**src/rtl/clock_pkg.sv**
```systemverilog
// Shared encodings and limits for the clock setting controller.
package clock_pkg;

    typedef enum logic [1:0] {
        ST_IDLE     = 2'd0,
        ST_SET_HOUR = 2'd1,
        ST_SET_MIN  = 2'd2,
        ST_SET_SEC  = 2'd3
    } state_t;

    localparam logic [1:0] FIELD_NONE = 2'd0;
    localparam logic [1:0] FIELD_HOUR = 2'd1;
    localparam logic [1:0] FIELD_MIN  = 2'd2;
    localparam logic [1:0] FIELD_SEC  = 2'd3;

    localparam logic [5:0] HOUR_MAX   = 6'd23;
    localparam logic [5:0] MINSEC_MAX = 6'd59;

    // One wrapping step up or down within 0..max.
    function automatic logic [5:0] step_wrap(input logic [5:0] value,
                                             input logic [5:0] max,
                                             input logic       up);
        if (up)
            return (value >= max) ? 6'd0 : value + 6'd1;
        else
            return (value == 6'd0) ? max : value - 6'd1;
    endfunction

endpackage

```
**src/rtl/button_debouncer.sv**
```systemverilog
// Two-flop synchronizer, counting debouncer and one-cycle press pulse for one button.
module button_debouncer #(
    parameter int DEBOUNCE_CYCLES = 50000
) (
    input  logic clk,
    input  logic reset,
    input  logic btn,
    output logic level,
    output logic press
);
    localparam int CNT_W = $clog2(DEBOUNCE_CYCLES + 1);

    logic [1:0]       sync;
    logic [CNT_W-1:0] cnt;

    always_ff @(posedge clk) begin
        if (reset) begin
            sync  <= '0;
            level <= 1'b0;
            press <= 1'b0;
            cnt   <= '0;
        end else begin
            sync  <= {sync[0], btn};
            press <= 1'b0;
            if (sync[1] == level) begin
                cnt <= '0;
            end else if (cnt == CNT_W'(DEBOUNCE_CYCLES - 1)) begin
                // press rises together with the level
                level <= sync[1];
                press <= sync[1];
                cnt   <= '0;
            end else begin
                cnt <= cnt + CNT_W'(1);
            end
        end
    end

endmodule

```
**src/rtl/clock_setter.sv**
```systemverilog
// Three-button time editor: mode walks hour/min/sec fields, inc/dec edit, load on exit.
// Optional auto-repeat while inc/dec is held: define CLOCK_SETTER_AUTOREPEAT_EN.
//   state       | meaning
//   ST_IDLE     | not editing, set_* held
//   ST_SET_HOUR | editing hours
//   ST_SET_MIN  | editing minutes
//   ST_SET_SEC  | editing seconds; next mode press loads
module clock_setter
    import clock_pkg::*;
#(
    parameter int DEBOUNCE_CYCLES = 50000,
    parameter int TIMEOUT_CYCLES  = 50000000,
    parameter int REPEAT_CYCLES   = 12500000
) (
    input  logic       clk,
    input  logic       reset,
    input  logic       btn_mode,
    input  logic       btn_inc,
    input  logic       btn_dec,
    input  logic [4:0] cur_hours,
    input  logic [5:0] cur_minutes,
    input  logic [5:0] cur_seconds,
    output logic [4:0] set_hours,
    output logic [5:0] set_minutes,
    output logic [5:0] set_seconds,
    output logic       load,
    output logic       setting,
    output logic [1:0] field_sel
);
    localparam int TMO_W = $clog2(TIMEOUT_CYCLES + 1);

    state_t     state;
    logic       mode_level, inc_level, dec_level;
    logic       mode_press, inc_press, dec_press, press_any;
    logic       rep_up, rep_dn, edit_en, edit_up;
    logic [5:0] hour_step, min_step, sec_step;
    logic       unused_levels;

    logic [TMO_W-1:0] tmo_cnt;
    logic             tmo_hit;

    button_debouncer #(.DEBOUNCE_CYCLES(DEBOUNCE_CYCLES)) u_db_mode (
        .clk(clk), .reset(reset), .btn(btn_mode), .level(mode_level), .press(mode_press));
    button_debouncer #(.DEBOUNCE_CYCLES(DEBOUNCE_CYCLES)) u_db_inc (
        .clk(clk), .reset(reset), .btn(btn_inc), .level(inc_level), .press(inc_press));
    button_debouncer #(.DEBOUNCE_CYCLES(DEBOUNCE_CYCLES)) u_db_dec (
        .clk(clk), .reset(reset), .btn(btn_dec), .level(dec_level), .press(dec_press));

    assign press_any = mode_press | inc_press | dec_press;
    assign tmo_hit   = (tmo_cnt == TMO_W'(TIMEOUT_CYCLES - 1));

    always_ff @(posedge clk) begin
        if (reset)
            tmo_cnt <= '0;
        else if (state == ST_IDLE || press_any || tmo_hit)
            tmo_cnt <= '0;
        else
            tmo_cnt <= tmo_cnt + TMO_W'(1);
    end

`ifdef CLOCK_SETTER_AUTOREPEAT_EN
    localparam int REP_W = $clog2(REPEAT_CYCLES + 1);

    logic [REP_W-1:0] rep_cnt;
    logic             rep_hit, excl_up, excl_dn;

    assign excl_up = inc_level & ~dec_level;
    assign excl_dn = dec_level & ~inc_level;
    assign rep_hit = (rep_cnt == REP_W'(REPEAT_CYCLES - 1));

    always_ff @(posedge clk) begin
        if (reset)
            rep_cnt <= '0;
        else if (state == ST_IDLE || press_any || !(excl_up || excl_dn) || rep_hit)
            rep_cnt <= '0;
        else
            rep_cnt <= rep_cnt + REP_W'(1);
    end

    assign rep_up        = (state != ST_IDLE) & excl_up & rep_hit;
    assign rep_dn        = (state != ST_IDLE) & excl_dn & rep_hit;
    assign unused_levels = mode_level;
`else
    assign rep_up        = 1'b0;
    assign rep_dn        = 1'b0;
    assign unused_levels = ^{mode_level, inc_level, dec_level};
`endif

    // Real presses take precedence; repeats only fire on press-free cycles.
    assign edit_en = (inc_press ^ dec_press) | (~press_any & (rep_up | rep_dn));
    assign edit_up = press_any ? inc_press : rep_up;

    always_comb begin
        hour_step = step_wrap({1'b0, set_hours}, HOUR_MAX, edit_up);
        min_step  = step_wrap(set_minutes, MINSEC_MAX, edit_up);
        sec_step  = step_wrap(set_seconds, MINSEC_MAX, edit_up);
    end

    always_ff @(posedge clk) begin
        if (reset) begin
            state       <= ST_IDLE;
            set_hours   <= '0;
            set_minutes <= '0;
            set_seconds <= '0;
            load        <= 1'b0;
            setting     <= 1'b0;
            field_sel   <= FIELD_NONE;
        end else begin
            load <= 1'b0;
            if (state == ST_IDLE) begin
                if (mode_press) begin
                    set_hours   <= cur_hours;
                    set_minutes <= cur_minutes;
                    set_seconds <= cur_seconds;
                    state       <= ST_SET_HOUR;
                    setting     <= 1'b1;
                    field_sel   <= FIELD_HOUR;
                end
            end else if (mode_press) begin
                case (state)
                    ST_SET_HOUR: begin
                        state     <= ST_SET_MIN;
                        field_sel <= FIELD_MIN;
                    end
                    ST_SET_MIN: begin
                        state     <= ST_SET_SEC;
                        field_sel <= FIELD_SEC;
                    end
                    default: begin
                        state     <= ST_IDLE;
                        setting   <= 1'b0;
                        field_sel <= FIELD_NONE;
                        load      <= 1'b1;
                    end
                endcase
            end else if (tmo_hit && !press_any) begin
                state     <= ST_IDLE;
                setting   <= 1'b0;
                field_sel <= FIELD_NONE;
            end else if (edit_en) begin
                case (state)
                    ST_SET_HOUR: set_hours   <= hour_step[4:0];
                    ST_SET_MIN:  set_minutes <= min_step;
                    default:     set_seconds <= sec_step;
                endcase
            end
        end
    end

endmodule

```
**config.mk**
```make
export PLATFORM = sky130hd
export DESIGN_NAME = clock_setter
export DESIGN_NICKNAME = d
export VERILOG_FILES = /design/src/rtl/clock_pkg.sv /design/src/rtl/button_debouncer.sv /design/src/rtl/clock_setter.sv
export SDC_FILE = /design/constraint.sdc
export NUM_CORES = 1
export LEC_CHECK = 0
export BUFFER_PORTS_ARGS = -buffer_cell sky130_fd_sc_hd__clkbuf_2
export CAP_MARGIN = 20
export CORE_MARGIN = 4
export CORE_UTILIZATION = 63
export DETAILED_ROUTE_END_ITERATION = 10
export PLACE_DENSITY_LB_ADDON = 0.2
export SLEW_MARGIN = 20
export SYNTH_ARGS = -nofsm -noshare
export SYNTH_HDL_FRONTEND = slang
export SYNTH_SLANG_ARGS = --single-unit
```
**constraint.sdc**
```tcl
create_clock -name clk -period 3.32 [get_ports clk]
set_input_delay 0.332 -clock clk [delete_from_list [all_inputs] [get_ports clk]]
set_output_delay 0.332 -clock clk [all_outputs]
set_load 0.1 [all_outputs]
```
==> impl_metrics.py <==
metrics = {
    "global_routing": {
        "met3_usage_pct": 3.93,
        "antenna_found_initial": 0,
        "top_usage_layer": "met2",
        "grt_overflow": 0,
        "grt_first_pass_wirelength_mm": 19.4,
        "grt_util_all_layers_pct": 22.8,
        "met2_usage_pct": 39.2,
        "grt_max_degree": 38,
        "grt_pass1_vias": 4421,
        "use_met1_pct": 29.4,
    },
    "clock_tree": {
        "cts_tree": "done",
        "numCtsBuffers": 9,
        "post-cts-setup-buffers": 0,
        "worstSkewPairLatency_ns": 0.37,
        "clock-sinks": 107,
        "htreeDepth": 3,
        "hold_buffers": 0,
        "clk_path_buf_depth": 2,
        "clock_tree.root_cell": "clkbuf_8",
        "clkTransAtPathRegs_ns": 0.11,
        "cts-resized-gates": 0,
    },
    "synthesis": {
        "avgSynthCellArea_um2": 8.16,
        "synth.distinct_cells": 58,
        "synthArstFlopShare_pct": 0,
        "synth-seq-cells": 107,
        "synth_edf_count": 0,
        "ys.flop_type": "dfxtp_1",
        "synth-seq-area-share_pct": 39.2,
        "yosysWarnings": 0,
        "synth.cell_area_um2": 5470,
        "synth_nets": 709,
        "syn_inst": 670,
    },
    "die": {
        "pin_count": 43,
        "dieArea_um2": 10200,
        "fp-row-count": 33,
        "start_util_pct": 65.5,
        "core-area_um2": 8340,
        "die-width_um": 101,
        "die_y_um": 101,
    },
    "worst_setup_path": {
        "rr_endpoint": "set_seconds[3]",
        "crit_chain": "inv_1 > ha_1 > inv_1 > ha_1 > nor3_1 > o21ai_1 > nor3_1 > o21ai_0 > o22ai_1",
        "crit_arrival_ns": 3.04,
        "crit_path_max_fanout": 19,
        "cpPeakStageDelay_ns": 0.53,
        "critPathSlowestCell": "ha_1",
        "reg2reg_depth": 9,
        "cp-end-kind": "flop",
        "cp-start-kind": "flop",
        "crit_type": "reg2reg",
        "r2r-start": "state[1]",
        "critPathTopFamily": "adder cells",
        "path_buf_inv": 2,
        "crit_required_ns": 3.61,
        "r2r_slack_ns": 0.57,
        "startpoint": "state[1]",
    },
    "worst_hold_path": {
        "hp-class": "in2reg",
        "hold_depth": 2,
        "hold_start": "btn_dec",
        "min_to": "u_db_dec.sync[0]",
    },
    "placement": {
        "io_buffers": 42,
        "dp.cells": 789,
        "hpwl_mm": 7.80,
        "place_congestion": 0.866,
    },
    "finish": {
        "nets": 734,
        "instances_no_fill": 805,
        "drive_gt1_share_pct": 9.86,
        "diodes": 0,
        "syn2layout_area_growth_pct": 8.40,
    },
    "timing": {
        "skew_ns": 0.0191,
        "slew_violations": 0,
        "slew_headroom_pct": 43.1,
        "worst_pin_slew_ns": 0.848,
        "fmax_mhz": 364,
        "setup_tns_ns": 0,
        "setup_viol": 0,
        "grt_setup_unrepaired": "false",
        "period_minus_slack_ns": 2.75,
        "finalCritPeriodShare_pct": 82.8,
        "hold_viol_final": 0,
    },
    "power": {
        "peakVddDrop_uv": 308,
        "p_int_mw": 1.83,
        "power_leakage_nw": 1.98,
        "power_switching_mw": 0.696,
        "p_per_area_nw_per_um2": 426,
        "p_seq_share_pct": 52.7,
        "switching_share_pct": 27.6,
        "p_comb_share_pct": 11.2,
        "p_clk_share_pct": 36.2,
    },
    "detailed_routing": {
        "wl_per_cell_um": 14.0,
        "drt_pass1_iterations": 4,
        "vias": 4689,
        "wl_mm": 11.2,
        "viasPerCell": 5.82,
        "drcViolationCount": 0,
        "ant_nets": 0,
        "drtIter0Drc": 198,
    },
    "run_status": {
        "outcome": "finished, final reports clean",
    },
    "run": {
        "drv_cap": 0,
    },
}
cell usage after synthesis (9+ instances only):
cell / n / area, µm²
nand2b_1: 9 / 56.3
dfxtp_1: 107 / 2140
nand2_1: 50 / 188
clkbuf_1: 13 / 48.8
a21oi_1: 24 / 120
a31oi_1: 11 / 68.8
inv_1: 29 / 109
nor3_1: 35 / 175
nand3_1: 26 / 130
o21ai_0: 23 / 115
ha_1: 17 / 213
xnor2_1: 46 / 403
buf_2: 14 / 70.1
and3_1: 9 / 56.3
nand4_1: 17 / 106
nor2_1: 114 / 428
xor2_1: 26 / 228
nor2b_1: 11 / 68.8
registers in the layout (all words and copies together), names as in the netlist:
register and cells:
tmo_cnt 26, u_db_dec.cnt 16, u_db_inc.cnt 16, u_db_mode.cnt 16
set_minutes 6, set_seconds 6, set_hours 5, state 2
u_db_dec.sync 2, u_db_inc.sync 2, u_db_mode.sync 2, load 1
setting 1, u_db_dec.level 1, u_db_dec.press 1, u_db_inc.level 1
u_db_inc.press 1, u_db_mode.level 1, u_db_mode.press 1
kinds of logic after synthesis:
logic type	after synthesis	synth area share, %
mux	8	1.49
simple gates	307	27.2
flops	107	39.2
compound gates	99	12.0
xor+xnor	72	11.5
buf+inv	60	4.60
fa+ha+maj	17	3.89
layer usage:
| layer | wire (µm) | vias to the layer above | part of all wire (%) |
|---|---|---|---|
| li1 | - | 2367 | - |
| met1 | 5110 | 2204 | 45 |
| met2 | 5460 | 104 | 49 |
| met3 | 522 | 14 | 4.6 |
| met4 | 150 | 0 | 1.3 |
| met5 | 0 | - | 0 |
cell usage in the layout (no fill, tap or decap), drive strengths merged, types with 23 or more instances in the layout:
cell type / synthesis / final
nand3: 26 / 26
xor2: 26 / 26
nor3: 35 / 35
clkbuf: 14 / 51
nand2: 50 / 50
nor2: 114 / 114
dfxtp: 107 / 107
inv: 29 / 33
a21oi: 24 / 24
o21ai: 23 / 23
xnor2: 46 / 46
final cells by class:
cell class	count	area (µm²)
Clock buffer	9	124
Clock inverter	7	114
Fill cell	675	2420
Inverter	29	109
Multi-Input combinational cell	503	3070
Sequential cell	107	2140
Tap cell	105	131
Timing Repair Buffer	45	233
per-stage QoR:
stage | setup WS (ns) | power, mW | area (µm²) | utilization (%) | hold slack, ns
final | 0.571 | 2.52 | 5920 | 71.0 | 0.168
after global routing | 0.203 | 2.63 | 5920 | 71.0 | 0.154
after CTS | 0.590 | 2.55 | 5920 | 71.0 | 0.151
after detailed placement | 0.592 | 1.64 | 5690 | 68.2 | 0.429
after global placement | 0.555 | 1.63 | 5690 | 68.2 | 0.420
after floorplan | 0.457 | 1.58 | 5470 | - | 0.413
worst max-delay path by stage:
stage / end / cells past startpoint
final: set_seconds[3] / 9
after global routing: set_seconds[1] / 9
after CTS: set_seconds[5] / 8
after detailed placement: set_seconds[5] / 8
after global placement: set_seconds[5] / 8
after floorplan: set_seconds[3] / 11
worst reg2reg max path, stage by stage (launching register included):
cell and delay (ns):
dfxtp_1 0.37, inv_1 0.09, ha_1 0.53, inv_1 0.34, ha_1 0.31, nor3_1 0.18, o21ai_1 0.33, nor3_1 0.27
o21ai_0 0.14, o22ai_1 0.11
power groups by stage:
stage / registers (mW) / logic (mW) / clock network [mW]
finish: 1.33 / 0.282 / 0.913
global route: 1.33 / 0.303 / 0.990
CTS: 1.33 / 0.281 / 0.941
detailed placement: 1.36 / 0.280 / 0
global placement: 1.36 / 0.273 / 0
floorplan: 1.43 / 0.149 / 0
Note: power is estimated with default switching activity, not from simulation.
